==> src/rtl/fractal_sync_initiator.sv <==
// Core-side endpoint of the fractal sync network: issues one barrier sync per core
// request, waits for the matching wake (or a timeout) and returns the result to the core.
//
// state  | meaning
// -------+----------------------------------------------------------
// IDLE   | ready for a core request
// ISSUE  | sync pulse on the fsync request port, wake may already match
// WAIT   | waiting for the matching wake, timeout timer running
// RESP   | result presented to the core until accepted
module fractal_sync_initiator #(
  parameter int unsigned LVL_W          = 4,
  parameter int unsigned ID_W           = 8,
  parameter int unsigned TIMEOUT_CYCLES = 1024
) (
  input  logic             clk_i,
  input  logic             rst_i,
  input  logic             core_req_valid_i,
  output logic             core_req_ready_o,
  input  logic [LVL_W-1:0] core_req_lvl_i,
  input  logic [ID_W-1:0]  core_req_id_i,
  output logic             core_rsp_valid_o,
  input  logic             core_rsp_ready_i,
  output logic             core_rsp_error_o,
  output logic             core_rsp_timeout_o,
  output logic             fsync_req_sync_o,
  output logic [LVL_W-1:0] fsync_req_lvl_o,
  output logic [ID_W-1:0]  fsync_req_id_o,
  input  logic             fsync_rsp_wake_i,
  input  logic [LVL_W-1:0] fsync_rsp_lvl_i,
  input  logic [ID_W-1:0]  fsync_rsp_id_i,
  input  logic             fsync_rsp_error_i,
  output logic             stray_o,
  output logic             busy_o
);

  localparam int unsigned TMR_W = (TIMEOUT_CYCLES == 0) ? 1 : $clog2(TIMEOUT_CYCLES + 1);
  localparam logic [TMR_W-1:0] TMR_LAST = (TIMEOUT_CYCLES == 0) ? '0 : TMR_W'(TIMEOUT_CYCLES - 1);
  localparam logic [TMR_W-1:0] TMR_MAX  = '1;

  typedef enum logic [1:0] {S_IDLE, S_ISSUE, S_WAIT, S_RESP} state_e;

  state_e           state_q, state_d;
  logic [LVL_W-1:0] lvl_q, lvl_d;
  logic [ID_W-1:0]  id_q, id_d;
  logic [TMR_W-1:0] timer_q, timer_d;
  logic             sync_q, sync_d;
  logic [LVL_W-1:0] req_lvl_q, req_lvl_d;
  logic [ID_W-1:0]  req_id_q, req_id_d;
  logic             rsp_valid_q, rsp_valid_d;
  logic             rsp_error_q, rsp_error_d;
  logic             rsp_timeout_q, rsp_timeout_d;
  logic             stray_q, stray_d;

  logic match;
  logic timeout_hit;
  logic pending;

  assign match       = fsync_rsp_wake_i && (fsync_rsp_lvl_i == lvl_q) && (fsync_rsp_id_i == id_q);
  assign timeout_hit = (TIMEOUT_CYCLES != 0) && (timer_q == TMR_LAST);
  assign pending     = (state_q == S_ISSUE) || (state_q == S_WAIT);

  always_comb begin
    state_d       = state_q;
    lvl_d         = lvl_q;
    id_d          = id_q;
    timer_d       = '0;
    rsp_error_d   = rsp_error_q;
    rsp_timeout_d = rsp_timeout_q;
    stray_d       = fsync_rsp_wake_i && !(pending && match);

    case (state_q)
      S_IDLE: begin
        if (core_req_valid_i) begin
          lvl_d = core_req_lvl_i;
          id_d  = core_req_id_i;
          if (core_req_lvl_i != '0) begin
            state_d = S_ISSUE;
          end else begin
            state_d       = S_RESP;
            rsp_error_d   = 1'b1;
            rsp_timeout_d = 1'b0;
          end
        end
      end
      S_ISSUE: begin
        if (match) begin
          state_d       = S_RESP;
          rsp_error_d   = fsync_rsp_error_i;
          rsp_timeout_d = 1'b0;
        end else begin
          state_d = S_WAIT;
        end
      end
      S_WAIT: begin
        // a wake arriving on the timeout cycle still counts as a normal completion
        if (match) begin
          state_d       = S_RESP;
          rsp_error_d   = fsync_rsp_error_i;
          rsp_timeout_d = 1'b0;
        end else if (timeout_hit) begin
          state_d       = S_RESP;
          rsp_error_d   = 1'b1;
          rsp_timeout_d = 1'b1;
        end else if (timer_q != TMR_MAX) begin
          timer_d = timer_q + TMR_W'(1);
        end else begin
          timer_d = timer_q;
        end
      end
      S_RESP: begin
        if (core_rsp_ready_i) begin
          state_d       = S_IDLE;
          rsp_error_d   = 1'b0;
          rsp_timeout_d = 1'b0;
        end
      end
      default: state_d = S_IDLE;
    endcase

    sync_d      = (state_d == S_ISSUE);
    req_lvl_d   = (state_d == S_ISSUE) ? lvl_d : '0;
    req_id_d    = (state_d == S_ISSUE) ? id_d : '0;
    rsp_valid_d = (state_d == S_RESP);
  end

  always_ff @(posedge clk_i) begin
    if (rst_i) begin
      state_q       <= S_IDLE;
      lvl_q         <= '0;
      id_q          <= '0;
      timer_q       <= '0;
      sync_q        <= 1'b0;
      req_lvl_q     <= '0;
      req_id_q      <= '0;
      rsp_valid_q   <= 1'b0;
      rsp_error_q   <= 1'b0;
      rsp_timeout_q <= 1'b0;
      stray_q       <= 1'b0;
    end else begin
      state_q       <= state_d;
      lvl_q         <= lvl_d;
      id_q          <= id_d;
      timer_q       <= timer_d;
      sync_q        <= sync_d;
      req_lvl_q     <= req_lvl_d;
      req_id_q      <= req_id_d;
      rsp_valid_q   <= rsp_valid_d;
      rsp_error_q   <= rsp_error_d;
      rsp_timeout_q <= rsp_timeout_d;
      stray_q       <= stray_d;
    end
  end

  assign core_req_ready_o   = (state_q == S_IDLE);
  assign busy_o             = (state_q != S_IDLE);
  assign core_rsp_valid_o   = rsp_valid_q;
  assign core_rsp_error_o   = rsp_error_q;
  assign core_rsp_timeout_o = rsp_timeout_q;
  assign fsync_req_sync_o   = sync_q;
  assign fsync_req_lvl_o    = req_lvl_q;
  assign fsync_req_id_o     = req_id_q;
  assign stray_o            = stray_q;

endmodule

==> config.mk <==
export PLATFORM = sky130hd
export DESIGN_NAME = fractal_sync_initiator
export DESIGN_NICKNAME = d
export VERILOG_FILES = /design/src/rtl/fractal_sync_initiator.sv
export SDC_FILE = /design/constraint.sdc
export NUM_CORES = 1
export LEC_CHECK = 0
export ABC_AREA = 1
export BUFFER_PORTS_ARGS = -buffer_cell sky130_fd_sc_hd__clkbuf_2
export CORE_UTILIZATION = 45
export CTS_BUF_LIST = sky130_fd_sc_hd__clkbuf_4 sky130_fd_sc_hd__clkbuf_8
export DETAILED_ROUTE_END_ITERATION = 6
export GPL_ROUTABILITY_DRIVEN = 1
export PLACE_DENSITY = 0.69
export SETUP_SLACK_MARGIN = 0.2
export SYNTH_ARGS = -nofsm -noshare
export SYNTH_HDL_FRONTEND = slang
export SYNTH_SLANG_ARGS = --single-unit
==> constraint.sdc <==
create_clock -name clk_i -period 3.6 [get_ports clk_i]
set_clock_uncertainty 0.05 [all_clocks]
set_input_delay 0.18 -clock clk_i [delete_from_list [all_inputs] [get_ports clk_i]]
set_output_delay 0.18 -clock clk_i [all_outputs]
set_load 0.05 [all_outputs]
### Yosys cells after proc, flatten, opt, wreduce, memory -nomap -nowiden

Cells that the tools add are included.
Widths: inputs -> output; s select.

| storage, ports and cells | value |
|---|---|
| word-level logic and storage cells | 63 |
| output and inout bits | 19 |
| register bits after elaboration | 42 |

| operators by class | value |
|---|---|
| equality and inequality tests | 14 |
| muxes and demuxes | 23 |
| reduce and logical (&&, ||, !) cells | 12 |
| add/subtract/negate cells | 1 |
| bitwise operators | 2 |

Operators by type and width:

| cell | count |
|---|---|
| $mux 8 | 2 |
| $add 11x1->11 const B | 1 |
| $eq 11x10->1 const B | 1 |
| $mux 1 | 11 |
| $ne 11x11->1 const B | 1 |
| $mux 2 | 5 |
| $eq 8x8->1 | 1 |
| $mux 4 | 2 |
| $ne 2x2->1 const B | 4 |
| $pmux 1 s4 | 2 |
| $pmux 2 s4 | 1 |
| $eq 2x2->1 const B | 3 |
| $reduce_and 5->1 | 1 |
| $eq 2x1->1 const B | 2 |
| $eq 4x4->1 | 1 |
| $logic_and 1x1->1 | 4 |
| $reduce_bool 4->1 | 1 |
| $reduce_or 4->1 | 1 |
| $ne 3x3->1 const B | 1 |
| $logic_not 2->1 | 1 |
| $not 1->1 | 2 |
| $reduce_bool 2->1 | 1 |
| $reduce_or 2->1 | 1 |
| $logic_not 1->1 | 1 |
| $logic_or 1x1->1 | 1 |

### Longest topological paths before layout

| depth | value |
|---|---|
| depth in word-level cells | 8 |
| mapped depth | 13 |

### Least setup slack after synthesis

Ideal clock, no wire load.

| path | value |
|---|---|
| kind | register to register |
| start | reg state_q[1] |
| end | reg req_lvl_q[0] (netlist: fsync_req_lvl_o[0]) |
| stages on the path, launching flop included | 11 |
| path slack | 1.249 ns |
| period minus slack after synthesis | 2.351 ns |
| data required time | 3.423 ns |
| data arrival time | 2.174 ns |
| cell sequence | dfxtp_1 inv_1 ha_1 inv_1 nor2_1 inv_1 o211ai_1 inv_1 nand3_2 buf_6 nor2_4 |

RTL lines:

| element | line | RTL |
|---|---|---|
| start: declaration | 42 | `state_e state_q, state_d;` |
| start signal: assignment | 140 | `state_q <= state_d;` |
| $logic_not 2->1 (*) | - |  |
| net core_req_ready_o | 18 | `output logic core_req_ready_o,` |
| $pmux 2 s4 | 71 | `case (state_q)` |
| $eq 2x1->1 | 121 | `req_lvl_d = (state_d == S_ISSUE) ? lvl_d : '0;` |
| $not 1->1 (no source line) | - |  |
| $reduce_or 2->1 (no source line) | - |  |
| end signal: assignment | 145 | `req_lvl_q <= req_lvl_d;` |
| end: declaration | 47 | `logic [LVL_W-1:0] req_lvl_q, req_lvl_d;` |

Mark *: on every way through the listed nets, which the timed path passes. The rest lies on a longest branch.
A chain may end at the register's enable or synchronous reset.

### Worst setup path in the final report

| path | value |
|---|---|
| start | reg state_q[0] |
| end | reg req_id_q[5] (netlist: fsync_req_id_o[5]) |

| on the way | value |
|---|---|
| cells in the longest elaborated chain, start to end | 6 |

Ends and longest elaborated chain:

| element | line | RTL |
|---|---|---|
| $mux 2 | 100 | `end else if (timeout_hit) begin` |
| $mux 2 | 96 | `if (match) begin` |
| $pmux 2 s4 | 71 |  |
| $eq 2x1->1 | 122 | `req_id_d = (state_d == S_ISSUE) ? id_d : '0;` |
| $not 1->1 (no source line) | - |  |
| $reduce_or 2->1 (no source line) | - |  |
| end signal: assignment | 146 | `req_id_q <= req_id_d;` |
| end: declaration | 48 | `logic [ID_W-1:0] req_id_q, req_id_d;` |

Parallel ways exist; a longest one is shown, timed or not.

==> impl_metrics.ini <==
[cts]
postCtsSetupBuffers = 0
cts-resized-gates = 0
clk_pin_slew_ns = 0.08
clockBufferDepth = 2
cts.hold.buffers_added = 0
cts_max_level = 2
cts_root_buf = clkbuf_8
cts_made_buffers = 5
cts_tree = built
clock-sinks = 42
insertion_delay_ns = 0.29

[setup_path]
reg2reg_setup_slack_ns = 1.46
required_ns = 3.77
worst_setup_path_end_kind = flip-flop
start_kind = flip-flop
r2r-end = fsync_req_id_o[5]
worstPathArrival_ns = 2.31
crit_end = fsync_req_id_o[5]
startpoint = state_q[0]
r2r_cells = 8
r2r_start = state_q[0]
cp_max_fo = 13
path_class = reg -> reg

[timing]
drv_slew = 0
fin_crit_ns = 2.14
period_share_pct = 59.6
rsz0062_at_grt = false
worstMarginPinSlew_ns = 0.670
finalHoldViolations = 0
slew_headroom_pct = 55.2
tns_ns = 0
hold_ws_ns = 0.115
finalSetupViolCount = 0
max_freq_mhz = 466
fin_ws_ns = 1.46

[drt]
post_drt_via_cell_ratio = 4.60
drt-initial-drc-count = 67
wl_met1_um = 1760
wl_met3_um = 215
drc_errors = 0
totalWireLength_um = 3790
drtAntennaViolNets = 0
dr_wl_met2_um = 1770
highest_layer = met4
firstDrtPassIters = 4
wire_per_inst_um = 10.2
vias = 1707

[die]
core-area_um2 = 4060
initial_core_util_pct = 47.3
die_y_um = 67.3
ios = 49
rows = 23
design.die.area_um2 = 4530
die_w_um = 67.3

[place]
placed_area_um2 = 2200
io_buffers = 48
preCtsSetupSlack_ns = 1.48
gp_congestion = 0.820
dpl.hpwl_um = 2880

[layout]
final_nets = 355
post-route-util_pct = 56.5
multi_input_area_um2 = 891
antennaDiodeCount = 0
nFillCells = 387
design_area_um2 = 2290
layout-drive-gt1-share_pct = 22.7
syn2layout_area_growth_pct = 19.3
ff_latch_area_um2 = 841

[global_routing]
grt.overflow.total = 0
track_usage_pct = 18.0
grt_pass1_vias = 1467
antenna_found_initial = 0
grt_pass1_wl_um = 6040
grt_max_degree = 25

[pwr]
power_density_nw_per_um2 = 530
irDropWorstVdd_mv = 0.294
p_leak_nw = 1.20

[logic_synthesis]
async_flop_share_pct = 0
postSynthAreaPerCell_um2 = 7.11
yosysTopAreaCell = dfxtp_1
ys_seq_elements = 42
yosysMostFrequentCell = nand2_1
ys_types = 23
yosysSeqAreaShare_pct = 43.8
synth_nets = 305
synth.area.top_cells = dfxtp_1 44%, nand2_1 14%, inv_1 8.2%
synth_top_cell_area_share_pct = 43.8
netlist_instances = 270
synth_top_flop_cell = dfxtp_1
synth_warnings = 0
syn_area_um2 = 1920
synth_common_cells = 71 x nand2_1, 42 x dfxtp_1, 42 x inv_1
synth-edff-count = 0

[worst_hold_path]
hp-class = in -> reg

[status]
status = complete, no violations

[flow_run]
cap_violations = 0
==> stage by stage <==
stage               power, mW  cells
CTS                      1.23    371
floorplan               0.828    270
global route             1.29    371
global placement        0.905    363
detailed placement      0.908    363
finish                   1.21    371
==> flip-flops by register name (all words and copies together), names as in the netlist <==
name and flops:
state_q 2, fsync_req_lvl_o 4, lvl_q 4, core_rsp_error_o 1, core_rsp_timeout_o 1, core_rsp_valid_o 1
fsync_req_id_o 8, timer_q 11, stray_o 1, id_q 8, fsync_req_sync_o 1
==> cells in the final DEF, fill, tap and decap left out, drive strengths merged <==
master  synthesis  final
inv            43     43
xor2            7      7
nand3          12     12
nor3b           2      2
o21ai          14     14
clkinv          0      1
a21oi          10     10
clkbuf          3     55
nand4           3      3
dfxtp          42     42
nor2           52     52
xnor2           1      1
nand2          71     71
nor3            1      1
ha              5      5
o211ai          1      1
or2             1      1
==> cell type report <==
type	count	area share, %
clock buffers	7	3.93
flip-flops and latches	42	36.7
multi-input cells	180	38.9
repair buffers	48	10.5
clock inverters	1	0.218
well taps	50	2.73
inverters	43	7.05
==> layer usage <==
layer	track usage (%)	up-vias
met2	28.2	48
met1	22.7	736
met3	4.73	4
li1	-	919
met5	0	-
met4	9.04	0
==> kinds of logic after synthesis <==
family,Yosys count,synth area share [%]
AND/OR/NAND/NOR,142,32.8
flip-flops,42,43.8
XOR/XNOR,8,3.65
AO/OA/AOI/OAI,25,6.65
adder cells (fa/ha/maj),5,3.26
buffers and inverters,48,9.84
==> worst max-delay path, stage by stage, from the launching register on <==
cell and delay (ns):
dfxtp_1 0.38, inv_1 0.09, ha_1 0.27, or2_2 0.32
o21ai_0 0.18, o211ai_1 0.13, inv_1 0.10, nand3_2 0.34
nor2_1 0.19
==> how the worst min path moves through the flow <==
stage	from	to	slack (ns)	cells after the start
2_1_floorplan	rst_i	id_q[7]	0.20	1
3_3_place_gp	core_rsp_timeout_o	core_rsp_timeout_o	0.39	2
3_5_place_dp	core_rsp_timeout_o	core_rsp_timeout_o	0.40	2
4_1_cts	fsync_rsp_wake_i	stray_o	0.10	3
5_1_grt	fsync_rsp_wake_i	stray_o	0.10	3
6_report	fsync_rsp_wake_i	stray_o	0.11	3
==> where the power goes <==
part	internal [mW]	switching [mW]
logic	0.0952	0.265
clock network	0.162	0.156
registers	0.515	0.0204
No activity file was read; power rests on OpenSTA's default activity.
